$ cat config.mk
export PLATFORM = sky130hd
export DESIGN_NAME = rename_free_list
export DESIGN_NICKNAME = d
export VERILOG_FILES = /design/src/rtl/rename_free_list_pkg.sv /design/src/rtl/free_reg_selector.sv /design/src/rtl/rename_free_list.sv
export SDC_FILE = /design/constraint.sdc
export NUM_CORES = 1
export LEC_CHECK = 0
export BUFFER_PORTS_ARGS = -buffer_cell sky130_fd_sc_hd__buf_2
export CAP_MARGIN = 10
export CORE_ASPECT_RATIO = 0.9
export CORE_UTILIZATION = 40
export DETAILED_ROUTE_END_ITERATION = 6
export HOLD_SLACK_MARGIN = 0.1
export PLACE_DENSITY = 0.59
export SYNTH_ARGS = -nofsm -noshare
export SYNTH_HDL_FRONTEND = slang
export SYNTH_SLANG_ARGS = --single-unit
$ cat constraint.sdc
create_clock -name clock -period 11 [get_ports clock]
set_input_delay 2.2 -clock clock [delete_from_list [all_inputs] [get_ports clock]]
set_output_delay 2.2 -clock clock [all_outputs]
set_load 0.02 [all_outputs]
$ cat src/rtl/rename_free_list_pkg.sv
// Shared parameters and tag types for the rename-stage physical register free list.
//   N_WAY     : dispatch / retire width
//   N_ROB     : ROB entries; physical registers beyond the architectural set
//   N_PHYS    : total physical registers (N_ROB + N_ARCH)
//   CDB_BITS  : physical tag width
//   CNT_BITS  : width of slot counts (0..N_WAY)
//   ZERO_TAG  : reserved tag meaning "no release"
package rename_free_list_pkg;

  localparam int unsigned N_WAY    = 3;
  localparam int unsigned N_ROB    = 32;
  localparam int unsigned N_ARCH   = 32;
  localparam int unsigned N_PHYS   = N_ROB + N_ARCH;
  localparam int unsigned CDB_BITS = $clog2(N_PHYS);
  localparam int unsigned CNT_BITS = $clog2(N_WAY) + 1;

  typedef logic [CDB_BITS-1:0] tag_t;
  typedef tag_t [N_WAY-1:0]    tag_vec_t;

  localparam tag_t ZERO_TAG = '0;

  // Architectural registers hold the initial mapping; everything above is free.
  localparam logic [N_PHYS-1:0] RESET_FREE = {{N_ROB{1'b1}}, {N_ARCH{1'b0}}};

endpackage : rename_free_list_pkg

$ cat src/rtl/free_reg_selector.sv
// Priority picker: returns the indices of the PICKS lowest set bits of vec,
// lowest first, plus how many were found. Unused slots read as 0.
//   vec   : candidate bit-vector
//   tags  : picked indices, slot 0 = lowest
//   count : number of valid slots, min(PICKS, popcount(vec))
module free_reg_selector #(
  parameter int unsigned WIDTH = 64,
  parameter int unsigned PICKS = 3,
  parameter int unsigned TAG_W = 6,
  parameter int unsigned CNT_W = 3
) (
  input  logic [WIDTH-1:0]            vec,
  output logic [PICKS-1:0][TAG_W-1:0] tags,
  output logic [CNT_W-1:0]            count
);

  logic [WIDTH-1:0] rem;
  logic             found;
  logic [TAG_W-1:0] idx;

  // Repeatedly take the lowest remaining bit and strike it out.
  always_comb begin
    rem   = vec;
    tags  = '0;
    count = '0;
    found = 1'b0;
    idx   = '0;
    for (int k = 0; k < PICKS; k++) begin
      found = 1'b0;
      idx   = '0;
      for (int p = 0; p < WIDTH; p++) begin
        if (!found && rem[p]) begin
          found = 1'b1;
          idx   = TAG_W'(p);
        end
      end
      if (found) begin
        tags[k]  = idx;
        rem[idx] = 1'b0;
        count    = count + CNT_W'(1);
      end
    end
  end

endmodule : free_reg_selector

$ cat src/rtl/rename_free_list.sv
// Physical register free list for the rename stage.
// Holds one free bit per physical register, offers the N_WAY lowest free tags
// to dispatch each cycle, and reclaims stale tags released at retirement.
//   clock, reset  : rising-edge clock, synchronous active-high reset
//   rob_told      : per-slot released tag, ZERO_TAG = no release
//   dispatched    : per-way dispatch valid mask
//   dispatch_num  : number of instructions dispatched this cycle
//   free_list_out : offered free tags, slot 0 = lowest index
//   free_num      : valid slots in free_list_out
//   free          : current free bit-vector (debug)
module rename_free_list
  import rename_free_list_pkg::*;
(
  input  logic                clock,
  input  logic                reset,
  input  tag_vec_t            rob_told,
  input  logic [N_WAY-1:0]    dispatched,
  input  logic [CNT_BITS-1:0] dispatch_num,
  output tag_vec_t            free_list_out,
  output logic [CNT_BITS-1:0] free_num,
  output logic [N_PHYS-1:0]   free
);

  logic [N_PHYS-1:0] free_q;
  logic [N_PHYS-1:0] free_d;
  logic [N_WAY-1:0]  alloc_c;

  // Offer the lowest free tags straight from the registered state.
  free_reg_selector #(
    .WIDTH (N_PHYS),
    .PICKS (N_WAY),
    .TAG_W (CDB_BITS),
    .CNT_W (CNT_BITS)
  ) u_selector (
    .vec   (free_q),
    .tags  (free_list_out),
    .count (free_num)
  );

  // A way allocates only when it is dispatching and its offered slot is valid,
  // so excess ways beyond free_num never consume a tag.
  always_comb begin
    alloc_c = '0;
    for (int i = 0; i < N_WAY; i++) begin
      alloc_c[i] = (CNT_BITS'(i) < dispatch_num) && dispatched[i] &&
                   (CNT_BITS'(i) < free_num);
    end
  end

  // Clear allocations first, then apply releases so release wins on a clash.
  always_comb begin
    free_d = free_q;
    for (int i = 0; i < N_WAY; i++) begin
      if (alloc_c[i]) begin
        free_d[free_list_out[i]] = 1'b0;
      end
    end
    for (int i = 0; i < N_WAY; i++) begin
      if (rob_told[i] != ZERO_TAG) begin
        free_d[rob_told[i]] = 1'b1;
      end
    end
  end

  // Free bit-vector state.
  always_ff @(posedge clock) begin
    if (reset) begin
      free_q <= RESET_FREE;
    end else begin
      free_q <= free_d;
    end
  end

  assign free = free_q;

endmodule : rename_free_list

==> metrics.md, run 1 <==
| Metric | Value |
|---|---|
| Status | `finished with violations` |
| Failing checks | `design-rule violations` |
| Avg Cell Area, Syn | `6.39 um2` |
| Max-Cap Viols | `0` |
| Die ar. | `27400 um2` |
| I/O pins | `111` |
| Max reg flops | `64` |
| First-pass GRT wire length | `82500 um` |
| Critical Path RT | `~9 ns` |
| CTS Sinks | `64` |
| Num rows | `56` |
| Final min period | `about 10 ns` |
| Dpl hpwl | `about 43000 um` |
| Critical path endpoint category | `output pin` |
| Nets | `1704` |
| R2R Setup Slk | `1.59 ns` |
| P_leak | `4.01 nW` |
| # fillers | `2824` |
| Actual slew at the worst max-slew pin | `1.12 ns` |
| Total CTS buffers | `9` |
| Initial Util | `0.409` |
| Via density | `around 7.3` |
| CP max FO | `33` |
| Clock slew at reported path FFs | `0.06 ns` |
| Ratio of cells with drive above 1 in the final layout | `0.137` |
| Final antenna-violating net count | `0` |
| Residual DRC | `6` |
| Count of hold-fix buffers inserted at cts | `0` |
| Slew Limit Fails | `0` |
| Synth Cell Area | `~11000 um2` |
| IO buf count | `110` |
| Clock skew | `0.0165 ns` |
| Yosys warns | `0` |
| H-tree levels | `3` |
| Post-CTS setup buffers | `0` |
| Routed len/inst | `27.5 um` |
| Final WL | `~56000 um` |
| Crit path DAT | `7.89 ns` |
| Predominant post-synthesis flop cell | `dfxtp_1` |
| P&R area growth vs syn | `8.57%` |
| CTS Root Cell | `clkbuf_16` |
| Diodes inserted | `0` |
| Via count | `14900` |
| Die H | `about 160 um` |
| Yosys reg bits | `64` |
| RSZ-0062 raised after global routing | `false` |
| Vias in the first global route | `13100` |
| Count of different cell masters after synthesis | `98` |
| CP Launch Type | `register` |
| Place WS | `roughly 1.6 ns` |
| Core Region | `26100 um2` |
| Highest Clock Rate | `roughly 0.099 GHz` |
| Skew-Pair Late Insertion Delay | `about 0.34 ns` |
| Final Hold Fails | `0` |
| RD Place Congestion | `1.10` |
| CTS tree | `built` |
| Max-slew headroom | `0.245` |
| Register area | `1280 um2` |
| Antenna violations before repair | `0` |
| Sum of negative setup slack | `0 ns` |
| Ranking of synthesized cells by area | `dfxtp_1 12%, nor2_1 7.0%, o21ai_0 6.0%` |
| HP Class | `reg -> reg` |
| Setup violators final | `0` |
| Die span in x | `~170 um` |
| Initial drt markers | `about 2400` |
| First-pass DRT Iterations | `7` |
| Total GRT Usage | `0.393` |
| Largest net degree at the start of global routing | `49` |
| Max Buffers Root-to-Sink | `2` |
| Post-CTS Resized | `0` |
| Syn_nets | `around 1700` |
| Maximum vdd ir drop | `roughly 110 uV` |
| Synth top area share | `0.120` |
| PwrDens | `136 nW/um2` |
| Post-synth top area cell | `dfxtp_1` |
| Seq/Total Area, Yosys | `0.120` |
| Share of flip-flops with an asynchronous set or reset | `0` |
| Final period utilization | `0.917` |
| Setup CP Type | `reg -> out` |
| Synth Instances | `between 1500 and 2000` |
| GR Overflow Total | `0` |
| Area of the multi-input gates | `8630 um2` |
| Worst Slack Setup Final | `0.915 ns` |
| Post-synth EDFFs | `0` |
-- layout make-up --
cell class                 instances  share of cell area
sequential                        64               0.110
inverter                          43              0.0139
timing repair buffer             142              0.0681
tap                              348              0.0375
multi-input combinational       1415               0.743
clock inverter                     3             0.00560
clock buffer                      13              0.0215
-- stage by stage --
step	util	hold slack, ns	cells	power (W)	instance area [um2]
after floorplan	-	0.606	1673	0.000921	10700
after global placement	0.432	0.557	2012	0.00121	11300
after detailed placement	0.432	0.581	2012	0.00121	11300
after CTS	0.444	0.585	2028	0.00153	11600
after global routing	0.444	0.621	2028	0.00162	11600
final	0.444	0.584	2028	0.00158	11600
-- cells in the final DEF (no fill, tap or decap), drive strengths merged, types with 8 or more instances in the layout --
cell type / instances
buf: 142
o22ai: 65
or3b: 12
or3: 32
nor3: 74
nor2: 202
and2: 17
a21o: 19
a311oi: 8
nor4: 35
o211ai: 13
o221a: 8
or2: 17
o221ai: 42
nand3: 64
a31oi: 47
a211oi: 10
nand2b: 22
xnor2: 13
o31ai: 30
inv: 43
nor2b: 12
nand4: 28
dfxtp: 64
o31a: 15
or4: 23
a21oi: 90
o21a: 10
o2111ai: 15
a211o: 9
maj3: 15
o21ai: 158
nand3b: 27
and3: 17
clkbuf: 13
nand2: 144
-- cell families after synthesis --
kind of cell,Yosys count,share of synthesized area
buf+inv,194,0.0739
fa+ha+maj,18,0.0182
xor+xnor,15,0.0123
flops,64,0.120
compound gates,623,0.398
mux,7,0.00667
simple gates,752,0.371
-- metal layers --
layer	vias to the layer above	track usage	part of all wire	wire, um
li1	6459	-	-	-
met4	0	0.229	0.062	3430
met5	-	0	0	0
met1	6892	0.516	0.38	21400
met3	266	0.0872	0.14	7620
met2	1276	0.589	0.42	23400
-- path summary, 6_finish.rpt --
| kind | start | to | cells after the start |
|---|---|---|---|
| min reg2reg | free[1] | free[1] | 2 |
| min | free[1] | free[1] | 2 |
| max reg2reg | free[2] | free[60] | 20 |
| max | free[2] | free_list_out[12] | 15 |
-- where the power goes --
group          switching, W  total (W)  internal, W
clock              0.000110   0.000315     0.000205
sequential        0.0000224   0.000267     0.000244
combinational      0.000739    0.00100     0.000261
-- worst max-delay path, cell delays in order (launching register included) --
cell	delay (ns)
dfxtp_1	0.41
or4_1	0.89
or4_1	0.74
buf_4	0.33
o31ai_1	0.42
o21ai_0	0.42
o21ai_0	0.73
nand3_1	0.49
o21ai_0	0.66
nand3_1	0.28
o311ai_2	0.53
nand2_1	0.25
or3_1	0.44
o21a_4	0.20
inv_2	0.45
buf_2	0.27
-- Yosys cell counts, drive strengths merged, types with 9 or more instances --
| library cell | count |
|---|---|
| o31a | 15 |
| o21ai | 158 |
| or3 | 32 |
| o2111ai | 15 |
| o21a | 10 |
| or3b | 12 |
| buf | 39 |
| nand3b | 27 |
| maj3 | 15 |
| or4 | 23 |
| nor2b | 12 |
| a211o | 9 |
| o211ai | 13 |
| nand2 | 144 |
| a21oi | 90 |
| a211oi | 10 |
| nand3 | 64 |
| and2 | 17 |
| o221ai | 42 |
| inv | 43 |
| nand2b | 22 |
| o31ai | 30 |
| clkbuf | 112 |
| nand4 | 28 |
| or2 | 17 |
| and3 | 17 |
| dfxtp | 64 |
| nor2 | 202 |
| nor4 | 35 |
| a21o | 19 |
| a31oi | 47 |
| nor3 | 74 |
| xnor2 | 13 |
| o22ai | 65 |
Note: power is estimated with default switching activity, not from simulation.
==> inputs of run 2 (changes only) <==
--- a/config.mk
+++ b/config.mk
@@ -7,7 +7,7 @@
 export LEC_CHECK = 0
 export BUFFER_PORTS_ARGS = -buffer_cell sky130_fd_sc_hd__buf_2
 export CAP_MARGIN = 10
-export CORE_ASPECT_RATIO = 0.9
+export CORE_ASPECT_RATIO = 1.4
 export CORE_UTILIZATION = 40
 export DETAILED_ROUTE_END_ITERATION = 6
 export HOLD_SLACK_MARGIN = 0.1
==> run 2 against run 1 <==
- the flow still finishes with violations (design-rule violations)
- cell count is 0.79% lower
- non-clock buffer count is 8 higher
- total power is 1.2% lower
- sequential share of layout area hardly changed
- first-iteration DRC count is 20% lower
- die area hardly changed
- critical path depth is 2 higher
- sequential power hardly changed
- worst setup slack worse by 0.56 ns
- core utilization hardly changed
- clock skew is 0.0067 ns lower
- clock power is 5% lower
- critical path type unchanged
- critical endpoint unchanged
- largest cell class unchanged
- largest power group unchanged
- highest routed layer unchanged
==> metrics.md, run 2 (synthesis results as in run 1) <==
| Metric | Value |
|---|---|
| Status | `finished with violations (unchanged)` |
| Failing checks | `design-rule violations (unchanged)` |
| Slew Limit Fails | `0 (unchanged)` |
| Sum of negative setup slack | `0 ns (unchanged)` |
| Die H | `196 um (was 157 um)` |
| Final min period | `10.65 ns (was 10.09 ns)` |
| Ratio of cells with drive above 1 in the final layout | `0.142 (was 0.137)` |
| Routed len/inst | `29.2 um (was 27.5 um)` |
| IO buf count | `110 (unchanged)` |
| GR Overflow Total | `0 (unchanged)` |
| CTS Sinks | `64 (unchanged)` |
| R2R Setup Slk | `0.95 ns (was 1.59 ns)` |
| Setup CP Type | `reg -> out (unchanged)` |
| Largest net degree at the start of global routing | `65 (was 49)` |
| Most common library cell in the layout ignoring fill and taps | `nor2_1 (unchanged)` |
| CTS tree | `built (unchanged)` |
| Antenna violations before repair | `0 (unchanged)` |
| Max Buffers Root-to-Sink | `2 (unchanged)` |
| PwrDens | `134 nW/um2 (was 136 nW/um2)` |
| Clock skew | `0.00986 ns (was 0.0165 ns)` |
| Highest Clock Rate | `0.0939 GHz (was 0.0992 GHz)` |
| Diodes inserted | `0 (unchanged)` |
| Initial Util | `0.409 (about the same)` |
| Count of hold-fix buffers inserted at cts | `0 (unchanged)` |
| Total GRT Usage | `0.421 (was 0.393)` |
| CP Launch Type | `register (unchanged)` |
| Max reg flops | `64 (unchanged)` |
| CP max FO | `64 (was 33)` |
| Total CTS buffers | `9 (unchanged)` |
| HP Class | `reg -> reg (unchanged)` |
| Via count | `14600 (was 14900)` |
| Placed insts | `1996 (was 2012)` |
| Commonest non-fill, non-tap cells in the layout | `199 x nor2_1, 144 x nand2_1, 128 x o21ai_0, 110 x buf_2, 89 x a21oi_1 (unchanged)` |
| Setup violators final | `0 (unchanged)` |
| Dpl hpwl | `45700 um (was 42600 um)` |
| Residual DRC | `2 (was 6)` |
| Skew-Pair Late Insertion Delay | `0.34 ns (about the same)` |
| Vias in the first global route | `13600 (was 13100)` |
| Core Region | `26200 um2 (was 26100 um2)` |
| Max-Cap Viols | `0 (unchanged)` |
| First-pass GRT wire length | `87000 um (was 82500 um)` |
| First-pass DRT Iterations | `7 (unchanged)` |
| P_leak | `4.03 nW (was 4.01 nW)` |
| Final antenna-violating net count | `0 (unchanged)` |
| Post-CTS setup buffers | `0 (unchanged)` |
| Finished Layout Cells | `2012 (was 2028)` |
| Post-CTS Resized | `0 (unchanged)` |
| H-tree levels | `3 (unchanged)` |
| Initial drt markers | `1931 (was 2412)` |
| RD Place Congestion | `1.06 (was 1.10)` |
| Critical Path RT | `8.80 ns (about the same)` |
| Die span in x | `140 um (was 174 um)` |
| Nets | `1712 (was 1704)` |
| RSZ-0062 raised after global routing | `false (unchanged)` |
| CTS Root Cell | `clkbuf_16 (unchanged)` |
| Final period utilization | `0.968 (was 0.917)` |
| Crit path DAT | `8.45 ns (was 7.89 ns)` |
| Critical path endpoint category | `output pin (unchanged)` |
| Final Hold Fails | `0 (unchanged)` |
| Via density | `7.24 (was 7.34)` |
| Maximum vdd ir drop | `118 uV (was 113 uV)` |
| Final WL | `58700 um (was 55800 um)` |
| Actual slew at the worst max-slew pin | `1.16 ns (was 1.12 ns)` |
| Die ar. | `27400 um2 (about the same)` |
| I/O pins | `111 (unchanged)` |
| P&R area growth vs syn | `8.71% (was 8.57%)` |
| Num rows | `70 (was 56)` |
| Clock slew at reported path FFs | `0.06 ns (about the same)` |
| Max-slew headroom | `0.227 (was 0.245)` |
[run 2: changes by cell type in the layout (fill, tap and decap cells not counted)]
cell,before,now
a2111oi_0,7,6
a2111oi_1,0,1
buf_4,32,40
bufinv_16,2,1
clkbuf_1,3,1
clkinv_2,1,2
clkinv_4,0,1
clkinvlp_4,0,1
[run 2: critical path: stages (launching register included)]
cell and delay (ns):
dfxtp_1 0.41, or4_1 0.89, or4_1 0.96, a2111oi_1 1.08, a31oi_1 0.12, o2111ai_1 0.34
o21ba_2 0.27, a21o_2 0.13, buf_4 0.59, a311oi_1 0.36, nand2b_1 0.35, nor4_4 0.61
nand4_2 0.35, o2111ai_1 0.34, a311oi_2 0.21, o21a_4 0.35, inv_2 0.43, buf_2 0.27
[run 2: metal layers]
layer  vias up  GRT usage  wire [um]
met3       273     0.0525       5260
met4         0      0.344       5050
met2      1037      0.692      27300
met5         -          0          0
met1      6779      0.491      21100
li1       6472          -          -
[run 2: path summary, 6_finish.rpt]
path                            cells past startpoint                end  startpoint
worst max-delay path                               17  free_list_out[12]     free[2]
worst min register to register                      2            free[1]     free[1]
worst min-delay path                                2            free[1]     free[1]
worst max register to register                     20           free[62]     free[2]
[run 2: layout make-up]
cell class                      count  area [um2]
Fill cell                        2833       14600
Multi-Input combinational cell   1415        8630
Sequential cell                    64        1280
Timing Repair Buffer              150         851
Tap cell                          324         405
Clock buffer                       11         243
Inverter                           43         161
Clock inverter                      5        56.3
[run 2: stage by stage]
step / hold WS [ns] / power [W] / util / instance area (um2) / setup WS [ns]
2_1_floorplan: 0.606 / 0.000921 / - / 10700 / 3.41
5_1_grt: 0.612 / 0.00161 / 0.444 / 11600 / 0.265
3_5_place_dp: 0.584 / 0.00122 / 0.433 / 11300 / 0.888
3_3_place_gp: 0.556 / 0.00122 / 0.433 / 11300 / 0.913
4_1_cts: 0.590 / 0.00152 / 0.444 / 11600 / 0.523
6_report: 0.597 / 0.00156 / 0.444 / 11600 / 0.353
[run 2: power breakdown]
group	total [W]	switching (W)	leakage [nW]	internal (W)
sequential	0.000264	0.0000195	0.519	0.000244
clock	0.000298	0.000117	0.145	0.000181
combinational	0.00100	0.000739	3.37	0.000262
total	0.00156	0.000875	4.03	0.000687
